### config.mk
export PLATFORM = sky130hd
export DESIGN_NAME = cpu_memif
export DESIGN_NICKNAME = d
export VERILOG_FILES = /design/src/rtl/cpu_memif_pkg.sv /design/src/rtl/cpu_load_align.sv /design/src/rtl/cpu_memif.sv
export SDC_FILE = /design/constraint.sdc
export NUM_CORES = 1
export LEC_CHECK = 0
export CORE_ASPECT_RATIO = 2
export CORE_UTILIZATION = 40
export CTS_CLUSTER_SIZE = 25
export DETAILED_ROUTE_END_ITERATION = 16
export PLACE_DENSITY = 0.87
export SETUP_SLACK_MARGIN = 0.15
export SLEW_MARGIN = 20
export SYNTH_ARGS = -nofsm -noshare
export SYNTH_HDL_FRONTEND = slang
export SYNTH_SLANG_ARGS = --single-unit
### constraint.sdc
create_clock -name clock -period 4.4 [get_ports clock]
set_input_delay 0.66 -clock clock [delete_from_list [all_inputs] [get_ports clock]]
set_output_delay 0.66 -clock clock [all_outputs]
set_load 0.01 [all_outputs]
### src/rtl/cpu_memif_pkg.sv
// Shared CPU package: opcode encodings, memory-stage state
// enum and small decode helpers for the data-side pipeline.
package cpu_memif_pkg;

  localparam logic [5:0] OP_AND  = 6'h00;
  localparam logic [5:0] OP_ADD  = 6'h01;
  localparam logic [5:0] OP_LDB  = 6'h10;
  localparam logic [5:0] OP_LDBU = 6'h11;
  localparam logic [5:0] OP_LDH  = 6'h12;
  localparam logic [5:0] OP_LDHU = 6'h13;
  localparam logic [5:0] OP_LDW  = 6'h14;
  localparam logic [5:0] OP_STB  = 6'h18;
  localparam logic [5:0] OP_STH  = 6'h19;
  localparam logic [5:0] OP_STW  = 6'h1A;

  typedef enum logic [1:0] {
    MEMIF_IDLE,
    MEMIF_REQ,
    MEMIF_RESP
  } memif_state_e;

  function automatic logic is_load(logic [5:0] op);
    return op inside {OP_LDB, OP_LDBU, OP_LDH, OP_LDHU, OP_LDW};
  endfunction

  function automatic logic is_store(logic [5:0] op);
    return op inside {OP_STB, OP_STH, OP_STW};
  endfunction

  function automatic logic is_misaligned(logic [5:0] op,
                                         logic [1:0] a);
    logic m;
    m = 1'b0;
    case (op)
      OP_LDH, OP_LDHU, OP_STH: m = a[0];
      OP_LDW, OP_STW:          m = (a != 2'b00);
      default:                 m = 1'b0;
    endcase
    return m;
  endfunction

  function automatic logic [3:0] store_strb(logic [5:0] op,
                                            logic [1:0] a);
    logic [3:0] s;
    s = 4'b0000;
    case (op)
      OP_STB:  s = 4'b0001 << a;
      OP_STH:  s = 4'b0011 << {a[1], 1'b0};
      OP_STW:  s = 4'b1111;
      default: s = 4'b0000;
    endcase
    return s;
  endfunction

  function automatic logic [31:0] store_data(logic [5:0] op,
                                             logic [31:0] w);
    logic [31:0] d;
    d = 32'h0;
    case (op)
      OP_STB:  d = {4{w[7:0]}};
      OP_STH:  d = {2{w[15:0]}};
      OP_STW:  d = w;
      default: d = 32'h0;
    endcase
    return d;
  endfunction

endpackage

### src/rtl/cpu_load_align.sv
// Combinational load lane extraction: picks the byte/half
// selected by the address offset and sign- or zero-extends it.
module cpu_load_align
  import cpu_memif_pkg::*;
(
  input  logic [5:0]  op,
  input  logic [1:0]  offset,
  input  logic [31:0] rdata,
  output logic [31:0] data
);

  logic [7:0]  b;
  logic [15:0] h;

  assign b = rdata[{offset, 3'b000} +: 8];
  assign h = offset[1] ? rdata[31:16] : rdata[15:0];

  always_comb begin
    data = rdata;
    case (op)
      OP_LDB:  data = {{24{b[7]}}, b};
      OP_LDBU: data = {24'h0, b};
      OP_LDH:  data = {{16{h[15]}}, h};
      OP_LDHU: data = {16'h0, h};
      default: data = rdata;
    endcase
  end

endmodule

### src/rtl/cpu_memif.sv
// Falcon data-side memory stage: owns p3->p4 registers, issues
// one bus transaction per aligned load/store, returns load data.
module cpu_memif
  import cpu_memif_pkg::*;
(
  input  logic        clock,
  input  logic        reset,
  input  logic        stall,
  input  logic [5:0]  p3_op,
  input  logic [31:0] p3_alu_out,
  input  logic [31:0] p3_wdata,
  output logic [5:0]  p4_op,
  output logic [31:0] p4_alu_out,
  output logic        p4_read_pending,
  output logic        p4_write_pending,
  output logic [31:0] p4_mem_rdata,
  output logic        p4_misaligned,
  output logic        cpud_request,
  output logic        cpud_write,
  output logic [31:0] cpud_addr,
  output logic [3:0]  cpud_wstrb,
  output logic [31:0] cpud_wdata,
  input  logic        cpud_ready,
  input  logic        cpud_rvalid,
  input  logic [31:0] cpud_rdata
);

  memif_state_e state_q, state_d;

  logic [1:0]  a;
  logic        advance;
  logic        mem_op;
  logic        mis;
  logic        issue;
  logic [31:0] load_data;

  assign a       = p3_alu_out[1:0];
  assign advance = !stall;
  assign mem_op  = is_load(p3_op) | is_store(p3_op);
  assign mis     = mem_op && is_misaligned(p3_op, a);
  assign issue   = advance && (state_q == MEMIF_IDLE)
                && mem_op && !mis;

  // Aligns against the op/offset already latched in p4.
  cpu_load_align u_align (
    .op     (p4_op),
    .offset (p4_alu_out[1:0]),
    .rdata  (cpud_rdata),
    .data   (load_data)
  );

  always_ff @(posedge clock or posedge reset) begin
    if (reset) state_q <= MEMIF_IDLE;
    else       state_q <= state_d;
  end

  always_comb begin
    state_d = state_q;
    unique case (state_q)
      MEMIF_IDLE: if (issue) state_d = MEMIF_REQ;
      MEMIF_REQ:
        if (cpud_ready)
          state_d = cpud_write ? MEMIF_IDLE : MEMIF_RESP;
      MEMIF_RESP: if (cpud_rvalid) state_d = MEMIF_IDLE;
      default:    state_d = MEMIF_IDLE;
    endcase
  end

  always_ff @(posedge clock or posedge reset) begin
    if (reset) begin
      p4_op            <= OP_AND;
      p4_alu_out       <= 32'h0;
      p4_misaligned    <= 1'b0;
      p4_read_pending  <= 1'b0;
      p4_write_pending <= 1'b0;
      p4_mem_rdata     <= 32'h0;
      cpud_request     <= 1'b0;
      cpud_write       <= 1'b0;
      cpud_addr        <= 32'h0;
      cpud_wstrb       <= 4'h0;
      cpud_wdata       <= 32'h0;
    end else begin
      if (advance) begin
        p4_op         <= p3_op;
        p4_alu_out    <= p3_alu_out;
        p4_misaligned <= mis;
      end
      if (issue) begin
        cpud_request     <= 1'b1;
        cpud_write       <= is_store(p3_op);
        cpud_addr        <= {p3_alu_out[31:2], 2'b00};
        cpud_wstrb       <= store_strb(p3_op, a);
        cpud_wdata       <= store_data(p3_op, p3_wdata);
        p4_read_pending  <= is_load(p3_op);
        p4_write_pending <= is_store(p3_op);
      end
      if (state_q == MEMIF_REQ && cpud_ready) begin
        cpud_request     <= 1'b0;
        p4_write_pending <= 1'b0;
      end
      if (state_q == MEMIF_RESP && cpud_rvalid) begin
        p4_mem_rdata    <= load_data;
        p4_read_pending <= 1'b0;
      end
    end
  end

  // Completion must hold the pipe while a transaction is open.
  a_advance_idle: assert property (
    @(posedge clock) disable iff (reset)
    !stall |-> state_q == MEMIF_IDLE);

endmodule

======== Word-level counts from Yosys, hierarchy flattened ========
Index checks and enable logic that the tools add are counted.
storage, ports and cells
  register bits ........................... 143
  output and inout port bits .............. 143
  word-level logic and storage cells ...... 66
cells by class
  equal/unequal tests ..................... 17
  shifts and indexed selects .............. 3
  mux-type cells .......................... 16
  bitwise logic cells ..................... 1
  reduce and logical (&&, ||, !) cells .... 17
operators with widths
  operator                                             number
  case mux 32 bit (4 select lines)                     1
  case mux 32 bit (3 select lines)                     1
  equality test 6 x 5 -> 1 bit, second input constant  12
  variable part select 32 x 6 -> 8 bit                 1
  two-way mux 16 bit                                   1
  case mux 4 bit (3 select lines)                      1
  two-way mux 2 bit                                    4
  logical AND 1 bit                                    6
  two-way mux 1 bit                                    6
  inequality test 2 bit, second input constant         3
  case mux 2 bit (3 select lines)                      1
  nonzero test 2 bit                                   3
  nonzero test 5 bit                                   1
  << shifter 1 x 2 -> 4 bit, first input constant      1
  << shifter 2 x 2 -> 4 bit, first input constant      1
  AND reduction 3 bit                                  1
  nonzero test 3 bit                                   1
  OR reduction 3 bit                                   1
  equality test 2 x 1 -> 1 bit, second input constant  1
  equality test 2 bit, second input constant           1
  zero test 1 bit                                      2
  zero test 2 bit                                      1
  case mux 1 bit (2 select lines)                      1
  OR reduction 2 bit                                   1
  OR 1 bit                                             1

======== Longest topological paths before layout ========
  depth after elaboration ................. 8
  depth in mapped cells ................... 8
  depth with buffers taken out ............ 5

======== Hierarchy ========
A second synthesis with hierarchy kept.
second synthesis, totals
  cells, all modules ...................... 563
  area total of the unflattened synthesis .. 6,951.7 um^2
by module, submodules not included
  module          times used  cells each  area each (um^2)  sequential area each (um^2)
  cpu_memif       1           454         6,348.6           3,578.4
  cpu_load_align  1           109         603.1             0.0

======== Least setup slack after synthesis ========
OpenSTA, ideal clock, no wires.
  kind .................................... input to register
  from .................................... input p3_op[1]
  to ...................................... register cpud_addr[10]
  arrival ................................. 2.021 ns
  path slack .............................. 2.254 ns
  stages on the path ...................... 8
  buffers on the path ..................... 3
  cell sequence ........................... buf_2 nor2b_1 clkbuf_1 a2bb2oi_1 o21a_2 nand3_4 buf_6 mux2_4
on the way
  cells in the longest elaborated chain, start to end .. 6
  elaborated cells between the ends (all ways) .. 18
RTL lines
  element                                                             line                                                           RTL
  from (decl)                                                         cpu_memif.sv:9                                                 input logic [5:0] p3_op,
  equality test 6 x 5 -> 1 bit, on equally long branches              cpu_memif_pkg.sv:23, cpu_memif_pkg.sv:34, cpu_memif_pkg.sv:27
  OR reduction 3 bit (tied with other cells)                          cpu_memif_pkg.sv:34                                            case (op)
  case mux 1 bit (2 select lines) / OR 1 bit (equally long branches)  cpu_memif_pkg.sv:34, cpu_memif.sv:39
  logical AND 1 bit                                                   cpu_memif.sv:40                                                assign mis = mem_op && is_misaligned(p3_op, a);
  zero test 1 bit                                                     cpu_memif.sv:42                                                && mem_op && !mis;
  logical AND 1 bit (*)                                               cpu_memif.sv:42
  to (signal assigned)                                                cpu_memif.sv:91                                                cpud_addr <= {p3_alu_out[31:2], 2'b00};
  to (decl)                                                           cpu_memif.sv:20                                                output logic [31:0] cpud_addr,
Every way passes the cells marked *; elsewhere a longest branch is shown, timed or not.
A chain may end at the register's enable or synchronous reset.

======== Worst setup path after layout ========
  from .................................... input p3_op[1]
  to ...................................... register cpud_addr[11]
Same word-level chain as after synthesis.

==> parameters.txt <==
Parameter                              Value

Outcome
  Result of the run ... finished, final reports clean

Timing
  Final Slew Violations ... 0
  Setup TNS after final layout ... 0 ps
  Worst-margin pin slew ... 1090 ps
  Crit share post-route ... 66.8%
  Relative slew slack ... 26.7%
  RSZ-0062 raised after global routing ... false
  Setup skew after layout ... 7.14 ps
  Clock period minus worst slack ... 2940 ps
  Final setup vio count ... 0
  Final Hold Vio Count ... 0
  Fmax achieved ... 0.340 GHz

Floorplan
  Die Span X ... 93.4 um
  Floorplan Core Area ... 16300 um2
  Row cnt ... 66
  Area of the die ... 17300 um2
  Boundary pin count ... 250
  Initial Util ... 41.1%
  Chip Height ... 185 um

Logic synthesis
  Most used standard cell by instance count after synthesis ... dfrtp_1
  Main combinational cell family by area after synthesis ... multiplexers
  Mean Syn Cell Area ... 12.2 um2
  Synthesized-area fraction occupied by xor and xnor cells ... 0%
  Share of cell area taken by muxes after synthesis ... 23.8%
  Complex-gate fraction of the synthesized area ... 10.5%
  Top cells by area, synth ... dfrtp_1 (53%), mux2_4 (13%), mux2_2 (7.6%)
  Number of instances in the synthesized netlist ... 547
  Netlist cell types ... 43
  Area share of the largest cell type after synthesis ... 53.5%
  Post-synth EDFFs ... 0
  Cell taking the most area after synthesis ... dfrtp_1
  Simple-Gate Fraction of Synth Area ... 7.99%
  Most used flip-flop cell after synthesis ... dfrtp_1
  Arithmetic-cell share of the synthesized area counting full adders, half adders and majority gates ... 0%
  Asr flop ratio synth ... 100%
  Sequential share of the synthesized area ... 53.5%
  Post-Synthesis Cell Area ... 6690 um2
  Register bit count reported by yosys ... 143
  Commonest cells post-synth ... dfrtp_1 (143), mux2_4 (56), nor2_1 (48)
  Yosys warnings ... 0

Route
  Detailed-route DRC error count ... 0
  Initial DRC Count ... 170
  Via total after detailed routing ... 5250
  Final wirelength ... 19.6 mm
  Routed Antenna Nets ... 0
  Number of optimization iterations in the first detailed-route pass ... 4
  Vias per std cell ... 5.23
  Routed length per instance ... 19.5 um

Worst setup path
  Maximum single-stage delay on the critical path ... 470 ps
  Required time of the worst setup path ... 4700 ps
  Cells along the critical path ... clkdlybuf4s50_1 -> buf_4 -> inv_1 -> a21oi_1 -> nor4b_2 -> nand3_4 -> buf_4 -> mux2_4
  Crit Path Class ... in2reg
  Arrival time of the worst setup path ... 3240 ps
  Largest fanout on the critical path ... 27
  Setup slack, reg-to-reg ... 1960 ps
  CP endpoint kind ... flip-flop
  Critical path startpoint category ... primary input
  Crit-path most repeated cell ... buf_4
  Slowest library cell on the worst path ... nand3_4

GRT
  Maximum number of pins on one net before global-route repair ... 74
  Global-route congestion overflow total ... 0
  First-pass GRT wire length ... 30.2 mm
  Vias in the first global route ... 5453
  All-layer global routing usage ... 23.6%
  Initial antenna violation count ... 0

Place
  Detailed placer's ending HPWL ... 14.5 mm
  Last weighted congestion value of the routability-driven placer ... 0.867
  Number of port buffers ... 247
  Cell count after placement ... 971

Layout
  Final layout net count ... 893
  Share of post-route cells with drive strength above 1 ... 19.1%
  Filler-free cell count of the finished design ... 1003
  Area overhead of the layout relative to synthesis ... 48.7%
  Antenna cell count ... 0

CTS
  Number of clock sinks seen by CTS ... 143
  Count of cells resized by post-cts repair ... 0
  Bufs on Longest Clock Path ... 2
  Worst-skew pair later-pin latency ... 420 ps
  Reg clk slew, reported paths ... 60 ps
  CTS hold repair buffers ... 0
  CTS root buffer ... clkbuf_16
  Post CTS Setup Buffer Count ... 0
  TritonCTS clock tree ... yes
  H-tree depth ... 4
  Inserted Clock Buffers ... 17

Run
  Max-cap violation count ... 0

Pwr
  Leakage power of the design ... 4.38 nW
  PD cells ... 483 nW/um2
  Maximum resistive drop on vdd ... 220 uV

Hold path
  Class of the worst hold path ... reg2reg
## cell families after synthesis
logic type | Yosys count
buffers and inverters | 55
muxes | 124
other | 1
and+or+nand+nor | 118
DFF | 143
AOI/OAI and AO/OA | 106
## power by group
part / switching (mW) / internal [mW]
Clock: 0.601 / 0.955
Sequential: 0.194 / 1.61
Combinational: 0.544 / 0.891
## metrics by stage
| step | area (um2) | util, % | setup slack, ps | hold slack [ps] | power, mW |
|---|---|---|---|---|---|
| 6_report | 9940 | 61.1 | 1460 | 482 | 4.80 |
| 5_1_grt | 9940 | 61.1 | 1340 | 517 | 5.01 |
| 4_1_cts | 9940 | 61.1 | 1480 | 485 | 4.84 |
| 3_5_place_dp | 9310 | 57.2 | 1020 | 470 | 3.27 |
| 3_3_place_gp | 9310 | 57.2 | 1080 | 460 | 3.23 |
| 2_1_floorplan | 6700 | - | 1950 | 487 | 2.41 |
## worst paths after layout
kind	from	to	cells past startpoint
setup / recovery	p3_op[1]	cpud_addr[11]$_DFFE_PP0P_	8
hold reg to reg	p4_mem_rdata[1]$_DFFE_PP0P_	p4_mem_rdata[1]$_DFFE_PP0P_	2
setup reg to reg	p4_alu_out[1]$_DFFE_PP0N_	p4_mem_rdata[28]$_DFFE_PP0P_	5
hold / removal	p4_mem_rdata[1]$_DFFE_PP0P_	p4_mem_rdata[1]$_DFFE_PP0P_	2
min in group asynchronous	reset	p4_alu_out[11]$_DFFE_PP0N_	2
max in group asynchronous	reset	cpud_wdata[27]$_DFFE_PP0P_	3
## cell usage in the layout, fill, tap and decap left out, types with 8 or more instances in the layout
cell and count:
a21oi_1 40, o22ai_1 13, buf_4 9, a221o_1 16, clkbuf_16 17, inv_1 15, mux2_2 45, mux2i_1 22
dfrtp_1 143, nor2_1 48, o21ai_0 13, mux2_4 56, nand2_1 45, clkdlybuf4s50_1 246, a22oi_1 8
## metal layers
metal | part of all wire, % | up-vias | track usage (%)
li1 | - | 2420 | -
met1 | 37 | 2534 | 25.9
met2 | 54 | 241 | 41.9
met3 | 4.8 | 55 | 4.52
met4 | 4.5 | 0 | 13.3
met5 | 0 | - | 0
## layout make-up
class	count	area, um2
clock buffers	17	425
flip-flops and latches	143	3580
repair buffers	258	2570
multi-input cells	350	2840
fillers	1213	6320
well taps	204	255
clock inverters	15	209
inverters	16	63.8
## registers in the layout, indices dropped and copies added (netlist names)
register and cells:
cpud_addr 30, p4_mem_rdata 32, cpud_wdata 32, p4_op 6
p4_write_pending 1, p4_alu_out 32, cpud_write 1, p4_read_pending 1
state_q 2, cpud_request 1, cpud_wstrb 4, p4_misaligned 1
## critical path, delay by kind of cell
kind	cells	cell delay, ps
muxes	1	320
and+or+nand+nor	2	820
AOI/OAI and AO/OA	1	150
buffers and inverters	4	1280
No activity file was read; power rests on OpenSTA's default activity.
